### config.mk
export PLATFORM = sky130hd
export DESIGN_NAME = instr_ctrl
export DESIGN_NICKNAME = d
export VERILOG_FILES = /design/src/rtl/instr_ctrl.sv
export SDC_FILE = /design/constraint.sdc
export NUM_CORES = 1
export LEC_CHECK = 0
export CORE_MARGIN = 10
export CORE_UTILIZATION = 30
export DETAILED_ROUTE_END_ITERATION = 8
export GPL_ROUTABILITY_DRIVEN = 0
export SLEW_MARGIN = 20
export SYNTH_ARGS = -nofsm -noshare
export SYNTH_HDL_FRONTEND = slang
export SYNTH_SLANG_ARGS = --single-unit
### constraint.sdc
create_clock -name clk -period 2 [get_ports clk]
set_input_delay 0.4 -clock clk [delete_from_list [all_inputs] [get_ports clk]]
set_output_delay 0.4 -clock clk [all_outputs]
set_load 0.01 [all_outputs]
### src/rtl/instr_ctrl.sv
// ----------------------------------------------------------------------------
// instr_ctrl
//   Instruction sequencer for a small accumulator-style processor. It fetches
//   one instruction per two cycles from program ROM and decodes the opcode. It
//   drives the program counter controls and the register-file write strobe.
//   The IN instruction stalls until the user presses the go switch once. The
//   HALT instruction parks the controller until reset.
//
// Parameters
//   AddrSz   program address width (matches pc)
//   InstrSz  instruction width; opcode = IR[InstrSz-1 -: 4], offset = IR[AddrSz-1:0]
//
// Ports
//   clk         in   single clock, all state on rising edge
//   n_reset     in   asynchronous active-low reset
//   instr       in   ROM data at current pc (combinational)
//   alu_zero    in   ALU zero flag for the operands of the latched IR
//   go          in   asynchronous user go switch (synchronized internally)
//   halt        out  1 = pc holds its address
//   rel_branch  out  1 = pc adds offset instead of 1
//   offset      out  two's-complement branch offset from IR
//   ir          out  latched instruction to the datapath
//   reg_we      out  one-cycle register-file write strobe
//   in_sel      out  1 = register-file write data comes from the switch input
//   done        out  1 while halted
//   illegal     out  sticky flag, set by any undefined opcode
// ----------------------------------------------------------------------------
module instr_ctrl #(
  parameter int AddrSz  = 6,
  parameter int InstrSz = 20
) (
  input  logic               clk,
  input  logic               n_reset,
  input  logic [InstrSz-1:0] instr,
  input  logic               alu_zero,
  input  logic               go,
  output logic               halt,
  output logic               rel_branch,
  output logic [AddrSz-1:0]  offset,
  output logic [InstrSz-1:0] ir,
  output logic               reg_we,
  output logic               in_sel,
  output logic               done,
  output logic               illegal
);

  localparam logic [3:0] OP_NOP  = 4'h0;
  localparam logic [3:0] OP_ADD  = 4'h1;
  localparam logic [3:0] OP_ADDI = 4'h2;
  localparam logic [3:0] OP_MULI = 4'h3;
  localparam logic [3:0] OP_BEQ  = 4'h4;
  localparam logic [3:0] OP_BNE  = 4'h5;
  localparam logic [3:0] OP_B    = 4'h6;
  localparam logic [3:0] OP_IN   = 4'h7;
  localparam logic [3:0] OP_HALT = 4'hF;

  typedef enum logic [2:0] {
    FETCH,
    EXEC,
    WAIT_GO,
    WAIT_REL,
    HALTED
  } state_t;

  state_t             state;
  state_t             next_state;
  logic [InstrSz-1:0] ir_q;
  logic               illegal_q;
  logic               go_meta;
  logic               go_sync;
  logic [3:0]         opcode;
  logic               opcode_undef;

  assign opcode  = ir_q[InstrSz-1 -: 4];
  assign ir      = ir_q;
  assign offset  = ir_q[AddrSz-1:0];
  assign illegal = illegal_q;

  always_comb begin
    opcode_undef = 1'b1;
    case (opcode)
      OP_NOP, OP_ADD, OP_ADDI, OP_MULI,
      OP_BEQ, OP_BNE, OP_B, OP_IN, OP_HALT: opcode_undef = 1'b0;
      default:                              opcode_undef = 1'b1;
    endcase
  end

  // The go switch is asynchronous to clk; only go_sync is used by the FSM.
  always_ff @(posedge clk or negedge n_reset) begin
    if (!n_reset) begin
      go_meta <= 1'b0;
      go_sync <= 1'b0;
    end else begin
      go_meta <= go;
      go_sync <= go_meta;
    end
  end

  always_ff @(posedge clk or negedge n_reset) begin
    if (!n_reset) begin
      state <= FETCH;
    end else begin
      state <= next_state;
    end
  end

  always_ff @(posedge clk or negedge n_reset) begin
    if (!n_reset) begin
      ir_q <= '0;
    end else if (state == FETCH) begin
      ir_q <= instr;
    end
  end

  // Sticky until reset; the undefined instruction itself still runs as a NOP.
  always_ff @(posedge clk or negedge n_reset) begin
    if (!n_reset) begin
      illegal_q <= 1'b0;
    end else if ((state == EXEC) && opcode_undef) begin
      illegal_q <= 1'b1;
    end
  end

  always_comb begin
    next_state = state;
    halt       = 1'b1;
    rel_branch = 1'b0;
    reg_we     = 1'b0;
    in_sel     = 1'b0;
    done       = 1'b0;

    case (state)
      FETCH: begin
        next_state = EXEC;
      end

      // pc advances exactly once here, except for IN and HALT which hold it.
      EXEC: begin
        next_state = FETCH;
        halt       = 1'b0;
        case (opcode)
          OP_ADD, OP_ADDI, OP_MULI: reg_we     = 1'b1;
          OP_BEQ:                   rel_branch = alu_zero;
          OP_BNE:                   rel_branch = ~alu_zero;
          OP_B:                     rel_branch = 1'b1;
          OP_IN: begin
            halt       = 1'b1;
            next_state = WAIT_GO;
          end
          OP_HALT: begin
            halt       = 1'b1;
            next_state = HALTED;
          end
          default: ;
        endcase
      end

      // The pc increment for IN is deferred to the cycle the input is taken.
      WAIT_GO: begin
        if (go_sync) begin
          reg_we     = 1'b1;
          in_sel     = 1'b1;
          halt       = 1'b0;
          next_state = WAIT_REL;
        end
      end

      // Waiting for release keeps one press from loading more than one input.
      WAIT_REL: begin
        if (!go_sync) begin
          next_state = FETCH;
        end
      end

      HALTED: begin
        done = 1'b1;
      end

      default: begin
        next_state = FETCH;
      end
    endcase
  end

endmodule

======== Yosys cells after proc, flatten, opt, wreduce, memory -nomap -nowiden ========
Memories as Yosys holds them, arrays and structs flattened.
Index checks and enable logic that the tools add are counted.
word-level totals
  output and inout port bits .............. 32
  memories ................................ 1
  bits in registers ....................... 26
  ROM bits ................................ 16
  input port bits ......................... 24
cells by class
  reduce and logical (&&, ||, !) cells .... 5
  equal/unequal tests ..................... 14
  bitwise logic cells ..................... 2
  muxes and demuxes ....................... 14
memories
  name             depth  width  rd ports  clocked after memory_dff  write ports  line  text
  (no name shown)  16     1      1         0                         0            81    case (opcode)
operators by type and width
  kind                                                                   count
  4-bit by 3-bit equality test with 1-bit output, second input constant  4
  3-bit case mux with 5 select lines                                     1
  4-bit by 2-bit equality test with 1-bit output, second input constant  2
  1-bit two-way mux                                                      7
  3-bit by 2-bit equality test with 1-bit output, second input constant  2
  3-bit two-way mux                                                      2
  3-bit case mux with 2 select lines                                     1
  4-bit by 1-bit equality test with 1-bit output, second input constant  1
  4-bit equality test, second input constant                             1
  2-bit != test, second input constant                                   2
  1-bit case mux with 2 select lines                                     2
  3-bit by 1-bit equality test with 1-bit output, second input constant  1
  3-bit equality test, second input constant                             1
  3-bit zero test                                                        1
  1-bit case mux with 3 select lines                                     1
  3-bit AND reduction                                                    1
  3-bit OR reduction                                                     1
  1-bit inverter                                                         2
  2-bit OR reduction                                                     1
  1-bit logical AND                                                      1

======== Depth between registers and ports, before layout ========
Gate-level depths: netlist (run 1).
  word-level depth ........................ 4
  mapped depth ............................ 4
  gate-level depth less buffers ........... 2

======== Worst setup path after synthesis (run 1) ========
Ideal clock, no wire load.
  path kind ............................... register -> output
  start ................................... reg state[1]
  end ..................................... out rel_branch
  setup slack ............................. 265 ps
  buffers on the path ..................... 1
  stages on the path, launching flop included .. 4
  required time ........................... 1600 ps
  data arrival time ....................... 1335 ps
  cell sequence ........................... dfrtp_1 > clkbuf_2 > or4b_4 > nor4b_2
on the way
  word-level cells in the longest chain between the ends .. 2
ends and longest elaborated chain
  what                                            line  text
  from (decl)                                     65    state_t state;
  from (signal assigned)                          103   state <= next_state;
  3-bit by 1-bit equality test with 1-bit output  132   case (state)
  1-bit two-way mux                               132
  to (decl)                                       38    output logic rel_branch,
No other way between the ends.

======== Final worst setup path (run 1) ========
  start ................................... reg ir_q[19], in the netlist ir[19]
  end ..................................... out rel_branch
on the way
  word-level cells in the longest chain between the ends .. 3
  elaborated cells between the ends (all ways) .. 5
  those cells by class .................... eq/ne: 3; mux: 2
ends and longest elaborated chain
  what                                            line  text
  from (decl)                                     67    logic [InstrSz-1:0] ir_q;
  from (signal assigned)                          111   ir_q <= instr;
  4-bit by 3-bit equality test with 1-bit output  141   case (opcode)
  1-bit case mux with 3 select lines *            141
  1-bit two-way mux *                             132
Every way passes the cells marked *; elsewhere a longest branch is shown, timed or not.

==> results.md, run 1 <==
## Status
• **run status** finished, violations left
• **violations in the final reports** negative setup slack

## Yosys
• **syn avg cell area** 14.2 um2
• **Syn Inst Count** 77
• **netlist area before placement** 0.00110 mm2
• **cell type with the largest total area after synthesis** dfrtp_1
• **Area contributors post-synth** dfrtp_1 59%, mux2_2 21%, buf_4 4.1%
• **distinct cell type count of the synthesized netlist** 23
• **part of the Yosys area used for sequential elements** 0.594
• **Async S/R FF share, synth** 1.00
• **commonest register cell after synthesis** dfrtp_1
• **area share of the leading cell type in the synthesized netlist** 0.594
• **flops & latches, synth** 26
• **Post-synth EDFFs** 0
• **Synth warnings** 0
• **synthesized net count** 101

## Clock tree
• **clock latency on the worst-skew pair** 260 ps
• **depth of the CTS H-tree** 1
• **largest buffer count on any clock path** 2
• **total clock sinks** 26
• **root buffer cell** clkbuf_8
• **clock-pin slew on the worst setup and hold paths** 90 ps
• **setup bufs post-CTS** 0
• **TritonCTS clock tree** done
• **total clock buffers created by CTS** 3

## Die
• **DIE AREA** 0.00647 mm2
• **die extent in x** 80.4 um
• **initial cell density of the core** 0.318
• **I/O Pins** 56
• **die outline height** 80.4 um
• **FP Rows** 21
• **total core area** 0.00344 mm2

## Route
• **initial drt markers** 23
• **number of detailed-routing iterations run before antenna repair** 3
• **detailed-route wire length per cell** 15.6 um
• **remaining antenna violation count** 0
• **total number of vias** 794
• **routed wire length** 2810 um
• **post-route DRC violation count** 0
• **per-cell via count in the routed design** 4.41

## Job
• **number of maximum-capacitance constraint violations** 0

## Critical path
• **worst path arrival time** 1650 ps
• **critical path startpoint category** flop
• **R2R Path Start** state[2]
• **maximum fanout along the worst path** 3
• **Worst R2R Setup Slack** 550 ps
• **Critical Path RT** 1600 ps
• **R2R depth** 4
• **longest individual stage delay on the worst path** 570 ps
• **worst setup path category** flop to output port
• **slowest cell on the critical path** or4b_4
• **nature of the critical path endpoint** output port
• **endpoint of the most critical register-to-register path** ir[2]
• **cell-by-cell trace of the critical path** or4b_4 > nor4b_4 > buf_2

## Global route
• **global-route congestion overflow total** 0
• **number of antenna violations at the first check in global routing** 0
• **largest net degree at the start of global routing** 27
• **global-route usage over all layers** 0.0891
• **via count of the first global-routing pass** 870
• **wire length of the first global-routing pass** 4530 um

## Timing
• **worst slew pin tran** 322 ps
• **Min Clock Period, post-route** 2050 ps
• **maximum frequency from static timing analysis** 488 MHz
• **unrepaired setup endpoints after global routing** yes
• **Slew Limit Fails** 0
• **fin worst setup slack** -47.7 ps
• **number of failing hold endpoints at the final stage** 0
• **final count of negative-setup-slack endpoints** 1
• **worst-case clock skew** 6.00 ps
• **share of the clock period used by the worst path after layout** 1.02
• **worst slew margin relative to its limit** 0.783

## Finish
• **share of layout cells above drive strength 1** 0.284
• **Post-Layout Cell Count** 180
• **layout net count** 159
• **antenna diode count** 0
• **Area growth, synth to finish** 61.3%
• **most frequent standard cell in the layout excluding fill and tap cells** clkdlybuf4s50_1
• **area occupied by multi-input gates** 392 um2
• **cell area after layout** 0.00177 mm2
• **fill cell total of the finished layout** 312
• **top library cells by usage in the layout, fill and taps aside** 50 x clkdlybuf4s50_1, 26 x dfrtp_1, 20 x mux2_2, 7 x buf_4
• **register area** 651 um2
• **share of the core filled with cells** 0.514

## Power
• **switching power share of the total** 0.318
• **clock network fraction of total power** 0.138
• **switching power summed over all nets** 967 uW
• **standby leakage power** 0.000738 uW
• **power density relative to cell area** 1720 mW/mm2
• **relative contribution of combinational cells to total power** 0.556
• **sequential group share of total power** 0.305
• **internal power consumption** 2080 uW
• **maximum VDD drop** 0.667 mV
• **total power consumption of the routed design** 3040 uW

## Hold path
• **worst min path class** flop to flop
• **hold worst-path end** go_sync
• **Hold Path Origin** go_meta
• **worst hold path cell count** 0

## Placed design
• **Post-Place Cell Area** 0.00170 mm2
• **count of buffers inserted at the top-level ports** 55
• **detailed placer's ending HPWL** 2270 um
• **number of cells in the design after placement** 176

==> stage by stage <==
step | setup TNS (ps) | hold WS, ps | setup slack (ps)
CTS | -26.2 | 367 | -26.2
floorplan | 0 | 104 | 265
finish | -47.7 | 361 | -47.7
detailed placement | -158 | 344 | -138
global placement | -142 | 344 | -133
global route | -122 | 371 | -122
==> critical path: cells and delay by family (launching register included) <==
family,cells,cell delay (ps)
buffers and inverters,1,180
DFF,1,380
and+or+nand+nor,2,830
==> state kept, by name (all words and copies together), names as in the netlist <==
name,count
illegal,1
go_meta,1
ir,20
state,3
go_sync,1
==> cells in the mapped netlist (2+ instances only) <==
| cell type | n |
|---|---|
| o21bai_1 | 3 |
| dfrtp_1 | 26 |
| mux2_2 | 20 |
| buf_4 | 6 |
| buf_2 | 2 |
| inv_1 | 2 |
| nor3_1 | 2 |
==> metal layers <==
layer  global-route usage  part of all wire  wire, um
met2                0.157              0.56      1570
met3               0.0278             0.071       201
met1               0.0920              0.36      1000
met4               0.0475             0.014        38
met5                    0                 0         0
==> cell families (layout without fill, tap and decap cells) <==
group	Yosys count	after routing	share of synthesized area
flops	26	26	0.594
compound gates	8	8	0.0525
simple gates	12	12	0.0867
buf+inv	11	68	0.0616
mux	20	20	0.205
==> power groups by stage <==
stage	Combinational (uW)	Clock (uW)	Sequential, uW
2_1_floorplan	800	0	1040
3_3_place_gp	1730	0	922
3_5_place_dp	1740	0	947
4_1_cts	1710	446	935
5_1_grt	1820	470	967
6_report	1690	421	929
==> what timing repair did <==
item / CTS / global route
gates resized for setup: 11 / 1
pin swaps: 1 / 0
setup endpoints to repair: 5 / 1
hold buffers: 0 / 0
==> cell type report <==
class                      instances  share of cell area
clock inverter                     1              0.0170
timing repair buffer              62               0.333
clock buffer                       3              0.0234
multi-input combinational         40               0.222
tap                               46              0.0326
sequential                        26               0.368
inverter                           2             0.00425
==> how the worst max path moves through the flow <==
stage	start	endpoint	slack (ps)	depth (start not counted)
after global placement	ir[19]	rel_branch	-130	3
after CTS	ir[19]	rel_branch	-30	3
after detailed placement	ir[19]	rel_branch	-140	3
after floorplan	state[1]	rel_branch	270	3
final	ir[19]	rel_branch	-50	3
after global routing	ir[19]	rel_branch	-120	3
(Power assumes the default switching activity.)
==> run 2: changes to the inputs <==
Settings changed: CAP_MARGIN set to 20, SLEW_MARGIN 20 to 0.
==> results of run 2 <==
Final layout, timing and power as in run 1 (identical DEF).
